==> src/rtl/hls_run_sequencer.sv <==
// Runs a Bambu start/done accelerator N times per host command: a fresh reset, a start pulse and a watchdog for each run.
// Each run's return value and latency come out on a valid/ready result port; the accelerator is held idle while the consumer stalls.
module hls_run_sequencer #(
    parameter int unsigned DATA_W     = 32,
    parameter int unsigned CYC_W      = 32,
    parameter int unsigned CNT_W      = 8,
    parameter int unsigned TIMEOUT    = 200000000,
    parameter int unsigned RST_CYCLES = 2
) (
    input  logic              clock,
    input  logic              reset,
    input  logic              cmd_valid,
    output logic              cmd_ready,
    input  logic [CNT_W-1:0]  cmd_runs,
    output logic              acc_reset,
    output logic              acc_start,
    input  logic              acc_done,
    input  logic [DATA_W-1:0] acc_return,
    output logic              res_valid,
    input  logic              res_ready,
    output logic [DATA_W-1:0] res_data,
    output logic [CYC_W-1:0]  res_cycles,
    output logic              res_timeout,
    output logic              busy,
    output logic              batch_done,
    output logic [CNT_W-1:0]  runs_done
);
    typedef enum logic [2:0] {IDLE, RST, START, WAIT, PUSH} state_t;

    localparam int unsigned      RC_W      = (RST_CYCLES > 1) ? $clog2(RST_CYCLES) : 1;
    localparam logic [RC_W-1:0]  RST_LAST  = RC_W'(RST_CYCLES - 1);
    localparam logic [RC_W-1:0]  RC_ONE    = RC_W'(1);
    localparam logic [CYC_W-1:0] CYC_LIMIT = CYC_W'(TIMEOUT);
    localparam logic [CYC_W-1:0] CYC_ONE   = CYC_W'(1);
    localparam logic [CNT_W-1:0] CNT_ONE   = CNT_W'(1);
    localparam logic [CNT_W-1:0] RUNS_MAX  = '1;

    state_t           state;
    logic [CNT_W-1:0] remaining;
    logic [RC_W-1:0]  rst_cnt;
    logic [CYC_W-1:0] cyc;
    logic [CYC_W-1:0] cyc_inc;

    // cyc_inc is the latency of the current run if it finishes in this cycle.
    assign cyc_inc = cyc + CYC_ONE;

    always_ff @(posedge clock) begin
        if (reset) begin
            state       <= IDLE;
            cmd_ready   <= 1'b1;
            acc_reset   <= 1'b1;
            acc_start   <= 1'b0;
            res_valid   <= 1'b0;
            res_data    <= '0;
            res_cycles  <= '0;
            res_timeout <= 1'b0;
            busy        <= 1'b0;
            batch_done  <= 1'b0;
            runs_done   <= '0;
            remaining   <= '0;
            rst_cnt     <= '0;
            cyc         <= '0;
        end else begin
            batch_done <= 1'b0;
            case (state)
                IDLE: begin
                    if (cmd_valid && cmd_ready) begin
                        remaining <= cmd_runs;
                        runs_done <= '0;
                        if (cmd_runs == '0) begin
                            batch_done <= 1'b1;
                        end else begin
                            state     <= RST;
                            cmd_ready <= 1'b0;
                            busy      <= 1'b1;
                            rst_cnt   <= '0;
                        end
                    end
                end
                RST: begin
                    if (rst_cnt == RST_LAST) begin
                        state     <= START;
                        acc_reset <= 1'b0;
                        acc_start <= 1'b1;
                    end else begin
                        rst_cnt <= rst_cnt + RC_ONE;
                    end
                end
                START: begin
                    acc_start <= 1'b0;
                    cyc       <= '0;
                    state     <= WAIT;
                end
                WAIT: begin
                    // A done arriving on the watchdog's last cycle still counts as a real result.
                    if (acc_done) begin
                        res_data    <= acc_return;
                        res_cycles  <= cyc_inc;
                        res_timeout <= 1'b0;
                        res_valid   <= 1'b1;
                        remaining   <= remaining - CNT_ONE;
                        if (runs_done != RUNS_MAX) begin
                            runs_done <= runs_done + CNT_ONE;
                        end
                        state <= PUSH;
                    end else if (cyc_inc == CYC_LIMIT) begin
                        res_data    <= '0;
                        res_cycles  <= CYC_LIMIT;
                        res_timeout <= 1'b1;
                        res_valid   <= 1'b1;
                        remaining   <= '0;
                        state       <= PUSH;
                    end else begin
                        cyc <= cyc_inc;
                    end
                end
                PUSH: begin
                    if (res_ready) begin
                        res_valid <= 1'b0;
                        acc_reset <= 1'b1;
                        if (remaining != '0) begin
                            state   <= RST;
                            rst_cnt <= '0;
                        end else begin
                            state      <= IDLE;
                            cmd_ready  <= 1'b1;
                            busy       <= 1'b0;
                            batch_done <= 1'b1;
                        end
                    end
                end
                default: state <= IDLE;
            endcase
        end
    end
endmodule

==> config.mk <==
export PLATFORM = sky130hd
export DESIGN_NAME = hls_run_sequencer
export DESIGN_NICKNAME = d
export VERILOG_FILES = /design/src/rtl/hls_run_sequencer.sv
export SDC_FILE = /design/constraint.sdc
export NUM_CORES = 1
export LEC_CHECK = 0
export CAP_MARGIN = 15
export CORE_MARGIN = 1.5
export CORE_UTILIZATION = 49
export DETAILED_ROUTE_END_ITERATION = 16
export DONT_BUFFER_PORTS = 1
export SYNTH_ARGS = -nofsm -noshare
export SYNTH_HDL_FRONTEND = slang
export SYNTH_SLANG_ARGS = --single-unit
==> constraint.sdc <==
create_clock -name clock -period 6.1 [get_ports clock]
set_input_delay 0.61 -clock clock [delete_from_list [all_inputs] [get_ports clock]]
set_output_delay 0.61 -clock clock [all_outputs]
set_load 0.005 [all_outputs]
## After elaboration in Yosys (flattened, before gate mapping)

Cells that the tools add are included.

| storage, ports and cells | value |
|---|---|
| register bits | 123 |
| latch bits | 0 |
| memory bits (writable) | 0 |
| bits in read-only memories | 0 |
| input bits | 45 |
| logic and storage cells | 109 |
| memories kept | 0 |

| operators by class | value |
|---|---|
| add/subtract/negate cells | 4 |
| $mul | 0 |
| div/mod/pow operators | 0 |
| magnitude comparators | 0 |
| equality and inequality tests | 17 |
| shifts and indexed selects | 0 |
| mux-type cells | 52 |
| bitwise operators | 0 |
| reduce and logical (&&, ||, !) cells | 22 |

Operators with widths:

| kind | count |
|---|---|
| $mux 32 | 6 |
| $pmux 32 s2 | 1 |
| $mux 8 | 6 |
| $add 32x1->32 const B | 1 |
| $eq 32x28->1 const B | 1 |
| $pmux 8 s2 | 2 |
| $mux 1 | 23 |
| $ne 2x2->1 const B | 10 |
| $mux 3 | 6 |
| $pmux 3 s5 | 1 |
| $reduce_and 5->1 | 3 |
| $reduce_bool 2->1 | 7 |
| $pmux 1 s2 | 6 |
| $reduce_and 3->1 | 4 |
| $add 8x1->8 const B | 1 |
| $logic_not 8->1 | 1 |
| $ne 8x8->1 const B | 1 |
| $reduce_bool 8->1 | 1 |
| $sub 8x1->8 const B | 1 |
| $eq 3x2->1 const B | 2 |
| $reduce_and 2->1 | 2 |
| $reduce_and 4->1 | 1 |
| $eq 3x1->1 const B | 1 |
| $eq 3x3->1 const B | 1 |
| 6 further kinds | 6 |

## Logic depth before layout (Yosys ltp)

Gate-level depths: netlist (run 1).

| depth | value |
|---|---|
| word-level depth | 5 |
| gate-level depth with buffers | 13 |

## Least setup slack after synthesis (run 1)

No wires, ideal clock.

| path | value |
|---|---|
| kind | reg-to-reg |
| start | reg cyc[1] |
| end | reg res_cycles[22] |
| library setup time | 0.088 ns |
| arrival time | 3.289 ns |
| slack | 2.723 ns |
| stages on the path, launching flop included | 13 |
| buffers on the path | 3 |
| period minus slack after synthesis | 3.377 ns |
| cell sequence | dfxtp_1 > ha_1 > buf_2 > and4_1 > nand4_1 > or4_1 > a221o_1 > or4_4 > o21ai_4 > buf_6 > buf_6 > a21oi_2 > a311oi_2 |

| between the ends | value |
|---|---|
| cells in the longest elaborated chain, start to end | 4 |
| elaborated cells between the ends (all ways) | 5 |

RTL lines:

| item | RTL line | text |
|---|---|---|
| start, declared | 41 | `logic [CYC_W-1:0] cyc;` |
| start signal, assigned | 114 | `cyc <= cyc_inc;` |
| $add 32x1->32 (*) | 45 | `assign cyc_inc = cyc + CYC_ONE;` |
| $eq 32x28->1 | 106 | `end else if (cyc_inc == CYC_LIMIT) begin` |
| $reduce_bool 2->1 (no source line) | -- |  |
| $reduce_and 2->1 (no source line) | -- |  |
| end signal, assigned | 98 | `res_cycles <= cyc_inc;` |
| end, declared | 22 | `output logic [CYC_W-1:0] res_cycles,` |

Mark *: on every way between the ends. The rest lies on a longest branch, timed or not.
A chain may end at the register's enable or synchronous reset.

## Worst setup path in the final report (run 1)

| path | value |
|---|---|
| start | reg cyc[0] |
| end | reg res_cycles[31] |

The elaborated chain is that of the path after synthesis.

==> results of run 1 <==
-- per-stage QoR --
stage / instance area (um2) / instances / util [%] / worst slack, ns
floorplan: 6100 / 716 / - / 2.72
global route: 6690 / 858 / 55.4 / 1.37
CTS: 6670 / 857 / 55.3 / 1.68
finish: 6690 / 858 / 55.4 / 1.68
detailed placement: 6080 / 825 / 50.4 / 1.71
global placement: 6080 / 825 / 50.4 / 1.88
-- layout make-up --
class / count / area share [%]
clock buffers: 17 / 6.36
clock inverters: 15 / 2.41
inverters: 10 / 0.561
multi-input cells: 517 / 49.6
flip-flops and latches: 123 / 36.8
well taps: 168 / 3.14
repair buffers: 8 / 1.09
-- state kept, by name (all words and copies together) (netlist names) --
name and count:
acc_reset 1, acc_start 1, batch_done 1, busy 1, cmd_ready 1, cyc 32, remaining 8, res_cycles 32
res_data 32, res_timeout 1, res_valid 1, rst_cnt 1, runs_done 8, state 3
-- where the power goes --
part	internal [mW]	switching (mW)
registers	0.849	0.0483
clock network	0.608	0.389
logic	0.127	0.268
-- critical path, cell delays in order (launching register included) --
cell and delay (ns):
dfxtp_1 0.51, ha_1 0.44, nand4_1 0.26, nor3_1 0.54
nand3_1 0.15, a2111oi_0 0.66, nand4_1 0.46, o21ai_4 0.56
a21oi_4 0.21, buf_12 0.23, a22o_1 0.25
-- layout by cell type, fill, tap and decap left out, types with 8 or more instances in the layout --
cell type,count
a31oi_1,18
o21ai_0,22
and3_1,12
inv_1,10
nor3_1,28
o2bb2ai_1,8
nor4_1,19
a21oi_1,42
clkbuf_16,17
a22o_1,46
nor2_1,38
nand2_1,53
dfxtp_1,123
or3_1,19
xor2_1,15
xnor2_1,19
nand3_1,45
nand4_1,20
a211oi_1,12
-- kinds of logic (layout without fill, tap and decap cells) --
logic type / count (synthesis) / count (layout) / share of synthesized area, %
AO/OA/AOI/OAI: 206 / 206 / 24.7
XOR/XNOR: 34 / 34 / 4.88
adder cells (fa/ha/maj): 4 / 4 / 0.821
buffers and inverters: 76 / 50 / 5.52
flip-flops: 123 / 123 / 40.4
AND/OR/NAND/NOR: 273 / 273 / 23.7
-- worst max path at each step --
stage,start,endpoint,slack [ns],cells past startpoint
floorplan,cyc[1],res_cycles[22],2.72,12
global placement,cyc[0],res_cycles[31],1.88,9
detailed placement,cyc[0],res_cycles[31],1.71,9
CTS,cyc[0],res_cycles[31],1.68,9
global route,cyc[0],cyc[19],1.37,9
finish,cyc[0],res_cycles[31],1.68,10
-- synthesized netlist by cell type (all sizes together) (4+ instances only) --
master / number / area, um2
a31oi: 18 / 113
and3: 12 / 75.1
clkbuf: 46 / 173
nand4: 21 / 146
a21boi: 4 / 30.0
nand2b: 6 / 37.5
nor3: 28 / 140
or4: 8 / 67.6
xor2: 15 / 131
o21ai: 24 / 131
nand2: 53 / 199
ha: 4 / 50.1
or3: 19 / 119
a22o: 46 / 403
inv: 10 / 37.5
a211oi: 16 / 140
a21oi: 50 / 280
nor2: 40 / 150
and4: 4 / 35.0
o21a: 4 / 30.0
xnor2: 19 / 166
nor4: 19 / 119
nand3: 45 / 225
o2bb2ai: 8 / 70.1
buf: 20 / 126
or2: 6 / 37.5
dfxtp: 123 / 2460
-- layer usage --
layer	vias up	share of wire [%]	GRT usage (%)
li1	2613	-	-
met4	0	2.2	10.4
met5	-	0	0
met2	218	47	41.0
met1	2605	44	34.7
met3	34	6.8	6.03
==> impl_metrics.csv, run 1 <==
group,metric,value,unit
status,status,"finished, final reports clean",
floorplan,die_w,115,um
pwr,peakVddDrop,0.203,mV
logic_synthesis,synth_edf_count,0,
clock_network,path_clk_slew,0.06,ns
grt,grt_max_degree,79,
sta,final.setup.tns,0,ns
sta,max_slew_margin,31.4,%
clock_network,cts.htree.levels,4,
sta,fin_crit,4.42,ns
floorplan,io_pins,124,
pwr,p_per_area,342,nW/um2
sta,setup_viol,0,
flow_run,drv_cap,0,
worst_setup_path,crit_path_max_fanout,41,
worst_setup_path,cp.required,6.41,ns
sta,fmax,226,MHz
finish,seqCellArea,2460,um2
logic_synthesis,synth-seq-cells,123,
worst_setup_path,worstRegToRegCells,10,
drt,antenna_left,0,
finish,drive_gt1_share,9.86,%
drt,wl_per_cell,20.0,um
clock_network,cts-root-buf,"clkbuf_16",
logic_synthesis,synth_area,6100,um2
finish,nFillCells,1112,
worst_setup_path,reg2reg_slack,1.68,ns
grt,grt_util_all_layers,26.1,%
sta,worst_pin_slew,1.02,ns
sta,final_hold_viol_count,0,
worst_setup_path,cp_data_arrival_time,4.73,ns
floorplan,initial_core_util,50.6,%
grt,grt_pass1_wl,26800,um
sta,min_period_over_period,72.4,%
finish,multiInputGateArea,3320,um2
pwr,power_leakage,2.20,nW
grt,antenna_found_initial,0,
clock_network,cts_made_buffers,17,
clock_network,ctsHoldBuffers,0,
worst_setup_path,cp-start-kind,"register",
placement,dp_hpwl,11200,um
logic_synthesis,synthArstFlopShare,0,%
logic_synthesis,ys.warnings.count,0,
logic_synthesis,postSynthCellCount,716,
logic_synthesis,synth_cell_types,62,
logic_synthesis,synth_nets,765,
clock_network,cts_tree,"yes",
clock_network,postCtsSetupRepairBufs,0,
worst_setup_path,endpoint_kind,"register",
floorplan,die_y,115,um
drt,routed_wirelength,17100,um
drt,viasPerCell,6.38,
floorplan,fp.coreArea,12100,um2
floorplan,die_area,13100,um2
logic_synthesis,ys.flop_type,"dfxtp_1",
sta,slew_violations,0,
placement,portBuffers,0,
finish,antenna_cells,0,
logic_synthesis,synth_area_per_cell,8.52,um2
placement,finalWeightedCongestion,0.916,
drt,first_iter_violations,445,
worst_setup_path,r2r_end,"res_cycles[31]",
worst_setup_path,r2r_start,"cyc[0]",
worst_hold_path,hold_start,"reset",
floorplan,fp-row-count,40,
drt,route.detailed.drc,0,
grt,grt_pass1_vias,5072,
drt,first_pass_iters,5,
sta,holdWs,0.255,ns
clock_network,clk_latency,0.42,ns
logic_synthesis,yosysSeqAreaShare,40.4,%
clock_network,cts.sinks,123,
finish,final_net_count,726,
worst_hold_path,hold_depth,1,
pwr,total_power,2.29,mW
grt,overflow,0,
sta,skew,0.00350,ns
clock_network,clockBufferDepth,2,
clock_network,cts_resized,0,
finish,area.growth.synth_to_final,9.64,%
drt,vias,5470,
worst_hold_path,holdCritPathClass,"in2reg",
sta,rsz0062_at_grt,"false",
worst_setup_path,crit_type,"reg2reg",
worst_hold_path,whs_endpoint,"acc_start",
Power figures use the tool's default switching activity.
==> run 2: changes to the inputs <==
- clock period: 6.1 -> 4.35 ns (I/O delays scaled with it)
==> run 2 against run 1 <==
Effect of this change: hold slack worse by 0.16 ns; worst setup slack lost 1.4 ns; register-to-register slack worse by 1.4 ns; global-route usage about the same; design area up 0.43%; critical path depth unchanged; utilization grew 0.24 points; clock skew increased by 0.0021 ns; critical endpoint is now res_cycles[14]; largest cell class unchanged; highest routed layer unchanged.
==> impl_metrics.csv, run 2 (synthesis results as in run 1) <==
group,metric,value,unit
status,status,"finished, final reports clean",
worst_setup_path,crit_path_max_fanout,20,
worst_setup_path,crit_buf_inv,1,
sta,worst_pin_slew,0.776,ns
placement,dp_hpwl,11600,um
clock_network,postCtsSetupRepairBufs,0,
pwr,netSwitchingPower,0.939,mW
pwr,power_leakage,2.21,nW
clock_network,cts.htree.levels,4,
clock_network,cts_resized,0,
placement,finalWeightedCongestion,0.908,
sta,holdWs,0.0938,ns
placement,pre_cts_slack,0.315,ns
worst_setup_path,crit_path_start,"cyc[0]",
worst_setup_path,cp.required,4.67,ns
clock_network,clockBufferDepth,2,
finish,final_net_count,733,
grt,met1_usage,33.7,%
finish,area.growth.synth_to_final,10.1,%
drt,routed_wirelength,17100,um
floorplan,io_pins,124,
finish,top_regs,"cyc x32, res_cycles x32, res_data x32",
sta,fmax,248,MHz
drt,viasPerCell,6.40,
pwr,p_int,2.19,mW
finish,final_cell_mix,"123 x dfxtp_1, 53 x nand2_1, 46 x a22o_1",
grt,grtUsageMet3,6.56,%
worst_setup_path,crit_type,"reg2reg",
drt,vias,5526,
sta,min_period_over_period,92.9,%
clock_network,cts.sinks,123,
worst_hold_path,holdCritPathClass,"in2reg",
grt,overflow,0,
worst_setup_path,cp_slowest_cell,"or4_1",
sta,setup_viol,0,
grt,grt_util_all_layers,26.1,%
clock_network,clk_latency,0.41,ns
clock_network,path_clk_slew,0.05,ns
drt,wl_per_cell,19.8,um
sta,max_slew_margin,48.2,%
worst_setup_path,critPathTopFamily,"simple AND/OR/NAND/NOR gates",
finish,drive_gt1_share,10.3,%
sta,final.setup.tns,0,ns
grt,grt_pass1_vias,5052,
worst_setup_path,crit_chain,"ha_1 -> and4_1 -> nand4_1 -> or4_1 -> a221o_1 -> or4_4 -> o21ai_4 -> buf_4 -> a21oi_1 -> a211oi_2",
sta,skew,0.00557,ns
clock_network,cts-root-buf,"clkbuf_16",
grt,grt_max_degree,79,
finish,layoutNonFillerInstCount,864,
worst_setup_path,critPathMaxStageDelay,0.62,ns
finish,multiInputGateArea,3320,um2
sta,rsz0062_at_grt,"false",
worst_setup_path,r2r_start,"cyc[0]",
placement,portBuffers,0,
drt,first_iter_violations,424,
pwr,peakVddDrop,0.342,mV
pwr,seq_power_share,40.5,%
finish,antenna_cells,0,
worst_setup_path,worstSetupPathDepth,10,
grt,grt.busiest_layer,"met2",
worst_hold_path,hold_depth,1,
finish,seqCellArea,2460,um2
worst_setup_path,r2r_end,"res_cycles[14]",
sta,timing.final.ws_setup,0.311,ns
worst_setup_path,worstRegToRegCells,10,
grt,antenna_found_initial,0,
worst_setup_path,endpoint,"res_cycles[14]",
floorplan,die_area,13100,um2
grt,grt_pass1_wl,26600,um
placement,dpl.cell_count,832,
finish,nFillCells,1114,
floorplan,fp.coreArea,12100,um2
floorplan,die_y,115,um
worst_setup_path,reg2reg_slack,0.31,ns
drt,antenna_left,0,
pwr,p_per_area,467,nW/um2
pwr,clockPowerShare,41.7,%
floorplan,die_w,115,um
worst_setup_path,endpoint_kind,"register",
floorplan,fp-row-count,40,
sta,slew_violations,0,
drt,route.detailed.drc,0,
clock_network,ctsHoldBuffers,0,
finish,layout_commonest_cell,"dfxtp_1",
pwr,p_comb_share,17.9,%
clock_network,cts_tree,"yes",
floorplan,initial_core_util,50.6,%
pwr,sw_frac_of_total,30.0,%
flow_run,drv_cap,0,
worst_setup_path,cp_data_arrival_time,4.35,ns
sta,final_hold_viol_count,0,
grt,grt_util_met2,41.7,%
finish,utilization,55.7,%
worst_setup_path,cp-start-kind,"register",
drt,first_pass_iters,6,
clock_network,cts_made_buffers,17,
sta,fin_crit,4.04,ns
[run 2: routing by layer]
metal	up-vias	wire length, um
met5	-	0
li1	2631	-
met2	232	8000
met3	37	1120
met1	2626	7560
met4	0	387
[run 2: worst min path at each step]
stage,from,end
final,reset,acc_start
after global routing,reset,acc_start
after CTS,reset,acc_start
after detailed placement,remaining[6],remaining[6]
after global placement,remaining[6],remaining[6]
after floorplan,remaining[6],remaining[6]
[run 2: cell type report]
class / count / area share (%)
Clock buffer: 21 / 6.86
Sequential cell: 123 / 36.7
Timing Repair Buffer: 15 / 1.98
Tap cell: 168 / 3.13
Multi-Input combinational cell: 517 / 49.4
Clock inverter: 10 / 1.42
Inverter: 10 / 0.559
[run 2: power groups by stage]
stage / combinational (mW) / clock (mW) / sequential, mW
6_report: 0.560 / 1.31 / 1.27
3_3_place_gp: 0.541 / 0 / 1.29
3_5_place_dp: 0.547 / 0 / 1.29
4_1_cts: 0.551 / 1.33 / 1.27
5_1_grt: 0.621 / 1.40 / 1.28
2_1_floorplan: 0.442 / 0 / 1.26
[run 2: stage by stage]
stage,area [um2],total power [mW]
2_1_floorplan,6100,1.70
3_3_place_gp,6130,1.83
3_5_place_dp,6130,1.84
4_1_cts,6690,3.15
5_1_grt,6720,3.30
6_report,6720,3.13
==> run 3: changes to the inputs <==
- ABC_AREA: unset -> 1
==> run 3 against run 2 <==
Effect of this change: clock skew is 0.0049 ns higher; highest routed layer unchanged; largest cell class unchanged; cell count up 31%; synthesized cell count rose by 35%.
==> impl_metrics.csv, run 3 <==
group,metric,value,unit
sta,max_slew_margin,28.6,%
clock_network,cts-root-buf,"clkbuf_16",
pwr,p_per_area,489,nW/um2
placement,dp_hpwl,11600,um
worst_setup_path,endpoint_kind,"register",
sta,rsz0062_at_grt,"false",
pwr,peakVddDrop,0.289,mV
clock_network,path_clk_slew,0.06,ns
drt,first_iter_violations,391,
logic_synthesis,synth_commonest_cells,"287 x nand2_1, 132 x nor2_1, 123 x dfxtp_1, 90 x nand3_1, 76 x inv_1",
floorplan,die_y,117,um
sta,fin_crit,3.19,ns
clock_network,cts.sinks,123,
logic_synthesis,synthArstFlopShare,0,%
logic_synthesis,postSynthCellCount,967,
drt,wl_per_cell,15.0,um
logic_synthesis,ys.flop_type,"dfxtp_1",
finish,multiInputGateArea,3440,um2
clock_network,cts_resized,0,
drt,routed_wirelength,17000,um
finish,top_regs,"cyc x32, res_cycles x32, res_data x32",
clock_network,postCtsSetupRepairBufs,0,
floorplan,die_w,117,um
worst_setup_path,r2r_start,"state[0]",
grt,grt_max_degree,65,
worst_setup_path,cp-start-kind,"register",
floorplan,initial_core_util,50.6,%
grt,overflow,0,
worst_hold_path,hold_depth,1,
clock_network,ctsHoldBuffers,0,
grt,grt_pass1_vias,5554,
worst_hold_path,holdCritPathClass,"in2reg",
sta,setup_viol,0,
clock_network,cts_made_buffers,17,
logic_synthesis,synth_area_per_cell,6.63,um2
sta,final_hold_viol_count,0,
finish,drive_gt1_share,9.38,%
logic_synthesis,synth_cell_types,38,
worst_setup_path,cp_data_arrival_time,3.51,ns
clock_network,cts.htree.levels,4,
worst_setup_path,worstRegToRegCells,9,
logic_synthesis,synth_top_area_share,38.4,%
finish,utilization,55.7,%
logic_synthesis,synth-seq-cells,123,
clock_network,clk_latency,0.43,ns
finish,seqCellArea,2460,um2
finish,final_cell_mix,"286 x nand2_1, 132 x nor2_1, 123 x dfxtp_1",
sta,slew_violations,0,
flow_run,drv_cap,0,
logic_synthesis,ys_top_cells_by_area,"dfxtp_1 38%, nand2_1 17%, nor2_1 7.7%",
placement,portBuffers,0,
logic_synthesis,synth_nets,1016,
drt,antenna_left,0,
drt,route.detailed.drc,0,
worst_setup_path,reg2reg_slack,1.16,ns
floorplan,io_pins,124,
status,status,"finished, final reports clean",
logic_synthesis,yosysMostFrequentCell,"nand2_1",
finish,final_net_count,995,
worst_setup_path,crit_path_max_fanout,64,
drt,vias,6015,
floorplan,die_area,13800,um2
worst_setup_path,r2r_end,"cyc[15]",
worst_hold_path,whs_endpoint,"res_data[25]",
drt,viasPerCell,5.32,
finish,area.growth.synth_to_final,10.1,%
pwr,power_leakage,2.83,nW
drt,first_pass_iters,5,
clock_network,cts_tree,"yes",
sta,fmax,313,MHz
logic_synthesis,ys.warnings.count,0,
sta,min_period_over_period,73.4,%
finish,layout_commonest_cell,"nand2_1",
grt,grt_pass1_wl,28000,um
sta,worst_pin_slew,1.07,ns
sta,skew,0.0105,ns
grt,grt_util_all_layers,25.2,%
placement,finalWeightedCongestion,0.908,
finish,nFillCells,1301,
grt,antenna_found_initial,0,
sta,final.setup.tns,0,ns
logic_synthesis,synth_top_area_cell,"dfxtp_1",
worst_hold_path,hold_start,"reset",
worst_setup_path,crit_type,"reg2reg",
logic_synthesis,yosysSeqAreaShare,38.4,%
logic_synthesis,synth_edf_count,0,
logic_synthesis,synth_area,6410,um2
floorplan,fp-row-count,41,
floorplan,fp.coreArea,12700,um2
finish,antenna_cells,0,
worst_setup_path,cp.required,4.67,ns
clock_network,clockBufferDepth,2,
==> run 3: cell count changes in the layout (fill, tap and decap cells not counted), sizes merged, moves of 17 or more <==
cell | previous run | this run
a22o | 46 | 0
or3 | 19 | 0
nor2 | 40 | 146
nand3 | 45 | 92
nor3 | 28 | 8
inv | 10 | 86
nand2 | 53 | 318
a21oi | 50 | 71
nor4 | 19 | 2
==> run 3: where the power goes <==
group | switching [mW] | total, mW | internal [mW] | leakage, nW
Clock | 0.563 | 1.45 | 0.887 | 0.294
Sequential | 0.117 | 1.35 | 1.23 | 0.995
Combinational | 0.417 | 0.647 | 0.230 | 1.54
Total | 1.10 | 3.45 | 2.35 | 2.83
==> run 3: final cells by class <==
cell class	instances	area share (%)
multi-input combinational	719	48.7
tap	172	3.05
timing repair buffer	4	0.426
inverter	81	4.31
sequential	123	34.9
clock inverter	13	2.16
clock buffer	19	6.42
==> run 3: routing by layer <==
layer,track usage (%),wire length (um)
met2,42.6,7900
met4,8.18,280
met3,6.86,1160
met1,31.0,7630
met5,0,0
==> run 3: kinds of logic after synthesis <==
kind of cell               count (synthesis)  synth area share (%)
buffers and inverters                    125                  7.97
AOI/OAI and AO/OA                        119                  10.1
DFF                                      123                  38.4
adders and majority gates                  4                 0.781
and+or+nand+nor                          587                  41.3
xor gates and xnor gates                   9                  1.35
==> run 3: through the flow <==
step	cell area, um2	hold WS, ns	setup WS, ns	instances	power [mW]
floorplan	6410	0.439	2.08	967	1.88
global placement	6450	0.444	1.33	1099	1.99
detailed placement	6450	0.449	1.18	1099	2.01
CTS	7050	0.0587	1.17	1131	3.46
global route	7050	0.0575	0.874	1131	3.63
finish	7050	0.0719	1.16	1131	3.45
==> run 3: worst max-delay path by stage <==
stage                   from       to  slack [ns]
floorplan             cyc[1]   cyc[2]        2.08
global placement      cyc[1]   cyc[3]        1.33
detailed placement  state[0]  cyc[18]        1.18
CTS                 state[0]  cyc[18]        1.17
global route        state[0]  cyc[19]        0.87
finish              state[0]  cyc[15]        1.16
==> run 3: worst max-delay path, stage by stage, from the launching register on <==
cell and delay (ns):
dfxtp_1 0.36, inv_2 0.07, nor3_4 0.67, clkinv_1 0.46, nor2_1 0.40, nand2_4 0.23, nand2_4 0.62, nand2_1 0.12
nand2_1 0.09, nor2_1 0.04
